--- config.mk ---
export PLATFORM = sky130hd
export DESIGN_NAME = dds_phase_gen_flat
export DESIGN_NICKNAME = d
export VERILOG_FILES = /design/src/rtl/dds_phase_gen_if.sv /design/src/rtl/dds_phase_gen.sv /design/src/flat_wrapper.sv
export SDC_FILE = /design/constraint.sdc
export NUM_CORES = 1
export LEC_CHECK = 0
export BUFFER_PORTS_ARGS = -buffer_cell sky130_fd_sc_hd__buf_2
export CAP_MARGIN = 20
export CORE_ASPECT_RATIO = 0.75
export CORE_UTILIZATION = 35
export DETAILED_ROUTE_END_ITERATION = 8
export GPL_ROUTABILITY_DRIVEN = 1
export MAX_ROUTING_LAYER = met4
export PLACE_DENSITY_LB_ADDON = 0.1
export SYNTH_ARGS = -nofsm -noshare
export SYNTH_HDL_FRONTEND = slang
export SYNTH_SLANG_ARGS = --single-unit
export TNS_END_PERCENT = 5
--- constraint.sdc ---
create_clock -name sys_clk -period 14.1 [get_ports sys_clk]
set_input_delay 1.41 -clock sys_clk [delete_from_list [all_inputs] [get_ports sys_clk]]
set_output_delay 1.41 -clock sys_clk [all_outputs]
set_load 0.05 [all_outputs]
--- src/rtl/dds_phase_gen_if.sv ---
// Control/config/output bundle between the radar timing controller and the
// DDS phase generator. The controller side uses the master modport, the
// phase generator the slave modport.
interface dds_phase_gen_if #(
  parameter int unsigned ACC_W = 32,
  parameter int unsigned CNT_W = 16
);

  // Controller -> phase generator
  logic             start;
  logic             stop;
  logic [1:0]       mode;
  logic [ACC_W-1:0] f_start;
  logic [ACC_W-1:0] f_step;
  logic [CNT_W-1:0] sweep_len;
  logic [CNT_W-1:0] gap_len;
  logic [7:0]       pulse_num;

  // Phase generator -> DDS core / controller
  logic [22:0]      rom_addr_reg;
  logic             phase_valid;
  logic             sweep_sync;
  logic             busy;
  logic             done;

  modport master (
    output start, stop, mode, f_start, f_step, sweep_len, gap_len, pulse_num,
    input  rom_addr_reg, phase_valid, sweep_sync, busy, done
  );

  modport slave (
    input  start, stop, mode, f_start, f_step, sweep_len, gap_len, pulse_num,
    output rom_addr_reg, phase_valid, sweep_sync, busy, done
  );

endinterface

--- src/rtl/dds_phase_gen.sv ---
// Phase-word source for the sine/cosine DDS lookup core.
// Produces CW, up-chirp, down-chirp and triangle LFM phase sequences as a
// registered 23-bit ROM address (top bits of an ACC_W-bit accumulator),
// with burst/pulse counting, inter-sweep gaps and start/stop/done handshake.
//
// Build option: define PHASE_DITHER_EN to add a 16-bit Galois LFSR dither
// below the truncation point (requires ACC_W > 23). Default build: plain
// truncation, no LFSR.
module dds_phase_gen #(
  parameter int unsigned ACC_W = 32,
  parameter int unsigned CNT_W = 16
) (
  input logic             sys_clk,
  input logic             sys_rst,
  dds_phase_gen_if.slave  bus
);

  localparam int unsigned AddrW = 23;

  typedef enum logic [1:0] {
    StIdle  = 2'b00,
    StSweep = 2'b01,
    StGap   = 2'b10
  } state_e;

  localparam logic [1:0] ModeCw   = 2'b00;
  localparam logic [1:0] ModeUp   = 2'b01;
  localparam logic [1:0] ModeDown = 2'b10;
  localparam logic [1:0] ModeTri  = 2'b11;

  // Control state
  state_e           state_q, state_d;
  logic [CNT_W-1:0] cnt_q, cnt_d;      // remaining samples (SWEEP) or gap cycles (GAP)
  logic             first_q, first_d;  // next SWEEP cycle emits the first sample
  logic [7:0]       pcnt_q, pcnt_d;    // completed sweeps in this burst
  logic             dir_q, dir_d;      // triangle direction: 0 rising, 1 falling

  // Configuration captured when a burst is accepted
  logic [1:0]       mode_q, mode_d;
  logic [ACC_W-1:0] fstart_q, fstart_d;
  logic [ACC_W-1:0] fstep_q, fstep_d;
  logic [CNT_W-1:0] len_q, len_d;      // already forced to at least 1
  logic [CNT_W-1:0] gap_q, gap_d;
  logic [7:0]       pnum_q, pnum_d;

  // Datapath
  logic [ACC_W-1:0] acc_q, acc_d;
  logic [ACC_W-1:0] fcw_q, fcw_d;
  logic [ACC_W-1:0] fcw_next;          // fcw after this cycle's chirp update
  logic [ACC_W-1:0] samp_acc;          // value presented to the truncation

  // Registered outputs
  logic [AddrW-1:0] addr_q, addr_d;
  logic             valid_q, valid_d;
  logic             sync_q, sync_d;
  logic             busy_q, busy_d;
  logic             done_q, done_d;

  logic             accept;
  logic [CNT_W-1:0] len_in_eff;
  logic [7:0]       pcnt_inc;

  assign accept     = (state_q == StIdle) && bus.start && !bus.stop;
  assign len_in_eff = (bus.sweep_len == '0) ? CNT_W'(1) : bus.sweep_len;
  assign pcnt_inc   = pcnt_q + 8'd1;

`ifdef PHASE_DITHER_EN
  localparam int unsigned DithW    = (ACC_W - AddrW > 16) ? 16 : (ACC_W - AddrW);
  localparam logic [15:0] LfsrSeed = 16'hACE1;
  // Right-shifting Galois form of x^16 + x^14 + x^13 + x^11 + 1
  localparam logic [15:0] LfsrMask = 16'hB400;

  logic [15:0] lfsr_q, lfsr_d;
  logic        advance;

  assign advance  = (state_q == StSweep) && !bus.stop;
  assign samp_acc = acc_q + ACC_W'(lfsr_q[DithW-1:0]);

  // LFSR next state: reseed on burst accept, step once per active sweep cycle
  always_comb begin
    lfsr_d = lfsr_q;
    if (accept) begin
      lfsr_d = LfsrSeed;
    end else if (advance) begin
      lfsr_d = {1'b0, lfsr_q[15:1]} ^ (lfsr_q[0] ? LfsrMask : 16'h0000);
    end
  end

  // LFSR register
  always_ff @(posedge sys_clk or posedge sys_rst) begin
    if (sys_rst) begin
      lfsr_q <= LfsrSeed;
    end else begin
      lfsr_q <= lfsr_d;
    end
  end
`else
  assign samp_acc = acc_q;
`endif

  // Chirp-rate update applied on every active sweep cycle
  always_comb begin
    fcw_next = fcw_q;
    unique case (mode_q)
      ModeUp:   fcw_next = fcw_q + fstep_q;
      ModeDown: fcw_next = fcw_q - fstep_q;
      ModeTri:  fcw_next = dir_q ? (fcw_q - fstep_q) : (fcw_q + fstep_q);
      default:  fcw_next = fcw_q;
    endcase
  end

  // Next-state, datapath and output decode
  always_comb begin
    state_d  = state_q;
    cnt_d    = cnt_q;
    first_d  = first_q;
    pcnt_d   = pcnt_q;
    dir_d    = dir_q;
    mode_d   = mode_q;
    fstart_d = fstart_q;
    fstep_d  = fstep_q;
    len_d    = len_q;
    gap_d    = gap_q;
    pnum_d   = pnum_q;
    acc_d    = acc_q;
    fcw_d    = fcw_q;
    addr_d   = addr_q;
    valid_d  = 1'b0;
    sync_d   = 1'b0;
    done_d   = 1'b0;

    unique case (state_q)
      StIdle: begin
        if (accept) begin
          mode_d   = bus.mode;
          fstart_d = bus.f_start;
          fstep_d  = bus.f_step;
          len_d    = len_in_eff;
          gap_d    = bus.gap_len;
          pnum_d   = bus.pulse_num;
          acc_d    = '0;
          fcw_d    = bus.f_start;
          cnt_d    = len_in_eff;
          first_d  = 1'b1;
          pcnt_d   = '0;
          dir_d    = 1'b0;
          state_d  = StSweep;
        end
      end

      StSweep: begin
        if (bus.stop) begin
          state_d = StIdle;
        end else begin
          addr_d  = samp_acc[ACC_W-1 -: AddrW];
          valid_d = 1'b1;
          sync_d  = first_q;
          first_d = 1'b0;
          acc_d   = acc_q + fcw_q;
          fcw_d   = fcw_next;
          cnt_d   = cnt_q - CNT_W'(1);
          if (cnt_q == CNT_W'(1)) begin
            // Last sample of this sweep
            pcnt_d = pcnt_inc;
            if ((pnum_q != 8'd0) && (pcnt_inc == pnum_q)) begin
              state_d = StIdle;
              done_d  = 1'b1;
            end else begin
              // Chirps restart from f_start at phase 0; triangle reverses
              // slope but keeps phase and fcw continuous; CW just runs on.
              if ((mode_q == ModeUp) || (mode_q == ModeDown)) begin
                acc_d = '0;
                fcw_d = fstart_q;
              end
              if (mode_q == ModeTri) begin
                dir_d = ~dir_q;
              end
              if (gap_q != '0) begin
                state_d = StGap;
                cnt_d   = gap_q;
              end else begin
                cnt_d   = len_q;
                first_d = 1'b1;
              end
            end
          end
        end
      end

      StGap: begin
        if (bus.stop) begin
          state_d = StIdle;
        end else begin
          cnt_d = cnt_q - CNT_W'(1);
          if (cnt_q == CNT_W'(1)) begin
            state_d = StSweep;
            cnt_d   = len_q;
            first_d = 1'b1;
          end
        end
      end

      default: begin
        state_d = StIdle;
      end
    endcase

    // busy reflects the state being entered, so it drops the cycle IDLE returns
    busy_d = (state_d != StIdle);
  end

  // State, datapath and output registers
  always_ff @(posedge sys_clk or posedge sys_rst) begin
    if (sys_rst) begin
      state_q  <= StIdle;
      cnt_q    <= '0;
      first_q  <= 1'b0;
      pcnt_q   <= '0;
      dir_q    <= 1'b0;
      mode_q   <= ModeCw;
      fstart_q <= '0;
      fstep_q  <= '0;
      len_q    <= '0;
      gap_q    <= '0;
      pnum_q   <= '0;
      acc_q    <= '0;
      fcw_q    <= '0;
      addr_q   <= '0;
      valid_q  <= 1'b0;
      sync_q   <= 1'b0;
      busy_q   <= 1'b0;
      done_q   <= 1'b0;
    end else begin
      state_q  <= state_d;
      cnt_q    <= cnt_d;
      first_q  <= first_d;
      pcnt_q   <= pcnt_d;
      dir_q    <= dir_d;
      mode_q   <= mode_d;
      fstart_q <= fstart_d;
      fstep_q  <= fstep_d;
      len_q    <= len_d;
      gap_q    <= gap_d;
      pnum_q   <= pnum_d;
      acc_q    <= acc_d;
      fcw_q    <= fcw_d;
      addr_q   <= addr_d;
      valid_q  <= valid_d;
      sync_q   <= sync_d;
      busy_q   <= busy_d;
      done_q   <= done_d;
    end
  end

  assign bus.rom_addr_reg = addr_q;
  assign bus.phase_valid  = valid_q;
  assign bus.sweep_sync   = sync_q;
  assign bus.busy         = busy_q;
  assign bus.done         = done_q;

endmodule
--- src/flat_wrapper.sv ---
// flat-port wrapper written by rule: the top's interface ports become plain ports
module dds_phase_gen_flat 
#(
  parameter int unsigned ACC_W = 32,
  parameter int unsigned CNT_W = 16
)
  (sys_clk, sys_rst, bus_start, bus_stop, bus_mode, bus_f_start, bus_f_step, bus_sweep_len, bus_gap_len, bus_pulse_num, bus_rom_addr_reg, bus_phase_valid, bus_sweep_sync, bus_busy, bus_done);
  dds_phase_gen_if #(.ACC_W(ACC_W), .CNT_W(CNT_W)) bus_i ();
  input logic sys_clk;
  input logic sys_rst;
  input wire logic [$bits(bus_i.start)-1:0] bus_start;
  input wire logic [$bits(bus_i.stop)-1:0] bus_stop;
  input wire logic [$bits(bus_i.mode)-1:0] bus_mode;
  input wire logic [$bits(bus_i.f_start)-1:0] bus_f_start;
  input wire logic [$bits(bus_i.f_step)-1:0] bus_f_step;
  input wire logic [$bits(bus_i.sweep_len)-1:0] bus_sweep_len;
  input wire logic [$bits(bus_i.gap_len)-1:0] bus_gap_len;
  input wire logic [$bits(bus_i.pulse_num)-1:0] bus_pulse_num;
  output wire logic [$bits(bus_i.rom_addr_reg)-1:0] bus_rom_addr_reg;
  output wire logic [$bits(bus_i.phase_valid)-1:0] bus_phase_valid;
  output wire logic [$bits(bus_i.sweep_sync)-1:0] bus_sweep_sync;
  output wire logic [$bits(bus_i.busy)-1:0] bus_busy;
  output wire logic [$bits(bus_i.done)-1:0] bus_done;
  assign bus_i.start = bus_start;
  assign bus_i.stop = bus_stop;
  assign bus_i.mode = bus_mode;
  assign bus_i.f_start = bus_f_start;
  assign bus_i.f_step = bus_f_step;
  assign bus_i.sweep_len = bus_sweep_len;
  assign bus_i.gap_len = bus_gap_len;
  assign bus_i.pulse_num = bus_pulse_num;
  assign bus_rom_addr_reg = bus_i.rom_addr_reg;
  assign bus_phase_valid = bus_i.phase_valid;
  assign bus_sweep_sync = bus_i.sweep_sync;
  assign bus_busy = bus_i.busy;
  assign bus_done = bus_i.done;
  dds_phase_gen #(.ACC_W(ACC_W), .CNT_W(CNT_W)) u_core (.sys_clk(sys_clk), .sys_rst(sys_rst), .bus(bus_i));
endmodule
==> results_tabular.tex <==
\begin{tabular}{lr}
\hline
Metric & Value \\
\hline
\multicolumn{2}{l}{\textbf{Hold path}} \\
Hold Path Stages & 2 \\
Hold/Removal Path Class & flop to flop \\
Worst Hold Endpoint & u\_core.bus.rom\_addr\_reg[7] \\
Hold Startpoint & u\_core.bus.rom\_addr\_reg[7] \\
\multicolumn{2}{l}{\textbf{Global route}} \\
Total routing usage reported by global routing & 22.5\% \\
Maximum number of pins on one net before global-route repair & 109 \\
Global-route wire length before repair & 79.2 mm \\
Residual overflow from global routing & 0 \\
Via count of the first global-routing pass & 13600 \\
Initial antenna violation count & 1 \\
\multicolumn{2}{l}{\textbf{STA}} \\
Worst slew margin relative to its limit & 29.5\% \\
Worst hold slack & 0.470 ns \\
Post-Route Setup TNS & 0 ns \\
Total count of max-transition violations in the final report & 0 \\
Worst-margin pin slew & 1.05 ns \\
Max Freq & 267 MHz \\
Post-route clock period utilization & 26.5\% \\
Final count of hold timing violations & 0 \\
Setup repair after global routing missed its margin & no \\
Number of setup violations in the final report & 0 \\
Crit path time final & 3.74 ns \\
Clock skew & 0.0141 ns \\
\multicolumn{2}{l}{\textbf{Synthesis}} \\
Post-synth net total & 2003 \\
Simple-Gate Fraction of Synth Area & 14.6\% \\
Mapped Cells & 1785 \\
Post-synthesis mux area share & 7.99\% \\
Distinct cell type count of the synthesized netlist & 83 \\
Primary FF master, synth & sky130\_fd\_sc\_hd\_\_dfrtp\_1 \\
Synth area leaders & sky130\_fd\_sc\_hd\_\_dfrtp\_1, sky130\_fd\_sc\_hd\_\_ha\_1, sky130\_fd\_sc\_hd\_\_mux2\_2, sky130\_fd\_sc\_hd\_\_a21oi\_1, sky130\_fd\_sc\_hd\_\_nand2\_1 \\
Post-synth top area share & 35.6\% \\
Synthesized-area fraction occupied by adder cells & 8.68\% \\
Proportion of synthesized flip-flops having asynchronous set or reset & 100\% \\
Area fraction in compound gates after synthesis & 24.6\% \\
Mean Syn Cell Area & 8.86 µm² \\
Share of the synthesized netlist area taken by xor and xnor gates & 4.04\% \\
Total number of yosys warnings & 0 \\
Mapped Area & 15800 µm² \\
Register area share after synthesis & 35.6\% \\
Area leader, netlist & sky130\_fd\_sc\_hd\_\_dfrtp\_1 \\
Largest family of logic cells by synthesized area & compound AO/OA/AOI/OAI gates \\
EDFF count, synth & 0 \\
Post-synthesis register bit count & 225 \\
\multicolumn{2}{l}{\textbf{Finish}} \\
Number of non-filler instances in the completed layout & 2475 \\
Post-synthesis to final-layout area growth & 13.6\% \\
Filler cell count in the final layout & 4546 \\
Count of nets after finishing & 2087 \\
Most frequent cells in the layout & sky130\_fd\_sc\_hd\_\_dfrtp\_1, sky130\_fd\_sc\_hd\_\_nand2\_1, sky130\_fd\_sc\_hd\_\_a21oi\_1 \\
Share of final-layout standard cells stronger than drive strength 1 & 18.4\% \\
Post-route design area & 18000 µm² \\
Most common library cell in the layout ignoring fill and taps & sky130\_fd\_sc\_hd\_\_dfrtp\_1 \\
\multicolumn{2}{l}{\textbf{Routing}} \\
Wire length after detailed routing & 49.9 mm \\
Met3 WL & 1.98 mm \\
Highest routing layer actually used & met4 \\
DRC marker count from the first detailed-route iteration & 1004 \\
WL/cell & 20.2 µm \\
Routed via count divided by cell count & 5.61 \\
Number of detailed-route iterations in the first pass & 9 \\
Routed wl met2 & 22.3 mm \\
DRC errors left & 2 \\
Post-DRT Antenna Nets & 0 \\
Total number of vias & 13900 \\
Met1 wire length & 24.7 mm \\
\multicolumn{2}{l}{\textbf{Clock tree}} \\
Number of gates resized after CTS & 0 \\
Cell at the root of the clock tree & sky130\_fd\_sc\_hd\_\_clkbuf\_16 \\
Clk slew on worst S/H paths & 0.06 ns \\
Number of setup buffers added after CTS & 0 \\
Clock tree from TritonCTS & built \\
Hold-fix buffers, CTS & 0 \\
Skew-Pair Late Insertion Delay & 0.56 ns \\
Maximum level of the CTS H-tree & 1 \\
Clock Sink Count & 225 \\
Number of buffers created by CTS & 26 \\
Maximum root-to-sink buffer count & 3 \\
\multicolumn{2}{l}{\textbf{Worst setup path}} \\
Register-to-Register Path Depth & 8 \\
Chain of cells forming the critical path & nor4\_1 -> nand4b\_1 -> a21oi\_4 -> nand2\_1 -> o311ai\_1 -> a32oi\_1 -> and2\_1 -> a211o\_1 \\
Category of the critical setup timing path & flop to flop \\
R2R Path End & u\_core.fcw\_q[28] \\
Startpoint of the most critical register-to-register path & u\_core.cnt\_q[2] \\
Setup slack, reg-to-reg & 10.36 ns \\
Worst path slowest cell & sky130\_fd\_sc\_hd\_\_nor4\_1 \\
Crit start category & flop \\
Critical path's largest stage delay & 0.91 ns \\
Worst setup EP type & flop \\
Top fanout value on the critical path & 14 \\
Data arrival time of the worst path & 4.18 ns \\
Required time worst endpoint & 14.54 ns \\
\multicolumn{2}{l}{\textbf{Floorplan}} \\
Core footprint & 44600 µm² \\
Initial core utilization & 35.5\% \\
Number of top-level design ports & 137 \\
Number of standard-cell rows in the floorplan & 67 \\
Die Area & 46100 µm² \\
Chip Width & 248 µm \\
Die Y & 186 µm \\
\multicolumn{2}{l}{\textbf{Placement}} \\
HPWL after detailed placement & 36.1 mm \\
Placed Cells & 2427 \\
Placer's final routability congestion estimate & 0.915 \\
Count of input and output buffers & 136 \\
Placed instance area & 17000 µm² \\
\multicolumn{2}{l}{\textbf{Run}} \\
Max\_cap viols & 0 \\
\multicolumn{2}{l}{\textbf{Run status}} \\
Result of the run & finished, violations left \\
Violations in the final reports & design-rule violations \\
\multicolumn{2}{l}{\textbf{Pwr}} \\
Leakage power total & 0.00813 µW \\
Maximum ir drop on the vdd rail & 0.0000910 V \\
Cell area power density & 214 nW/µm² \\
\hline
\end{tabular}
[critical path: cells and delay by family (launching register included)]
kind,cells,cell delay [ns]
compound gates,4,1.27
flops,1,0.43
simple gates,4,1.91
[cells in the mapped netlist (14+ instances only)]
master	n
sky130_fd_sc_hd__dfrtp_1	225
sky130_fd_sc_hd__nand2_1	200
sky130_fd_sc_hd__a21oi_1	159
sky130_fd_sc_hd__nor2_1	123
sky130_fd_sc_hd__o21ai_0	112
sky130_fd_sc_hd__mux2_2	107
sky130_fd_sc_hd__ha_1	105
sky130_fd_sc_hd__inv_1	82
sky130_fd_sc_hd__clkbuf_1	77
sky130_fd_sc_hd__xnor2_1	61
sky130_fd_sc_hd__a211oi_1	41
sky130_fd_sc_hd__nor3_1	32
sky130_fd_sc_hd__a21o_1	31
sky130_fd_sc_hd__a22o_1	28
sky130_fd_sc_hd__o31ai_1	25
sky130_fd_sc_hd__o21bai_1	23
sky130_fd_sc_hd__o211ai_1	21
sky130_fd_sc_hd__a31oi_1	20
sky130_fd_sc_hd__nor4_1	20
sky130_fd_sc_hd__nand3_1	18
sky130_fd_sc_hd__and3_1	15
sky130_fd_sc_hd__o22ai_1	15
sky130_fd_sc_hd__nand2b_1	14
sky130_fd_sc_hd__nor2b_1	14
[logic make-up (layout without fill, tap and decap cells)]
logic type                 Yosys count  in the layout
xor gates and xnor gates            73             73
and+or+nand+nor                    498            498
DFF                                225            225
AOI/OAI and AO/OA                  586            586
other                                0              1
muxes                              113            113
buffers and inverters              182            285
adders and majority gates          108            108
[final cells by class]
cell class                      instances  area (µm²)  share of cell area (%)
Inverter                               82         315                    1.75
Sequential cell                       225        5630                    31.3
Tap cell                              586         733                    4.08
Clock inverter                         16         233                    1.29
Timing Repair Buffer                  156         843                    4.69
Multi-Input combinational cell       1378        9500                    52.8
Antenna cell                            1        2.50                  0.0139
Clock buffer                           31         721                    4.01
[through the flow]
stage          utilization, %  setup slack (ns)  power, µW
3_5_place_dp             38.2             10.08       3060
5_1_grt                  40.3             10.15       4140
4_1_cts                  40.3             10.36       3850
2_1_floorplan               -              6.53       2520
3_3_place_gp             38.2             10.16       3050
6_report                 40.3             10.36       3850
[power by group]
group / internal [µW] / total [µW] / switching [µW]
clock network: 472 / 769 / 297
logic: 804 / 2040 / 1230
registers: 833 / 1040 / 210
[worst max path at each step]
stage	start	to	slack, ns	cells after the start
after detailed placement	bus_stop	u_core.fcw_q[15]	10.08	11
after CTS	u_core.cnt_q[2]	u_core.fcw_q[28]	10.36	8
after floorplan	sys_rst	u_core.acc_q[0]	6.53	1
after global placement	bus_stop	u_core.pcnt_q[1]	10.16	7
final	u_core.cnt_q[2]	u_core.fcw_q[28]	10.36	8
after global routing	u_core.cnt_q[2]	u_core.fcw_q[28]	10.15	8
[routing by layer]
metal  vias to the layer above  track usage, %
li1                       6678               -
met1                      6828            32.0
met2                       312            34.3
met3                        69            2.67
met4                         0            4.71
met5                         -               -
(Power assumes the default switching activity.)
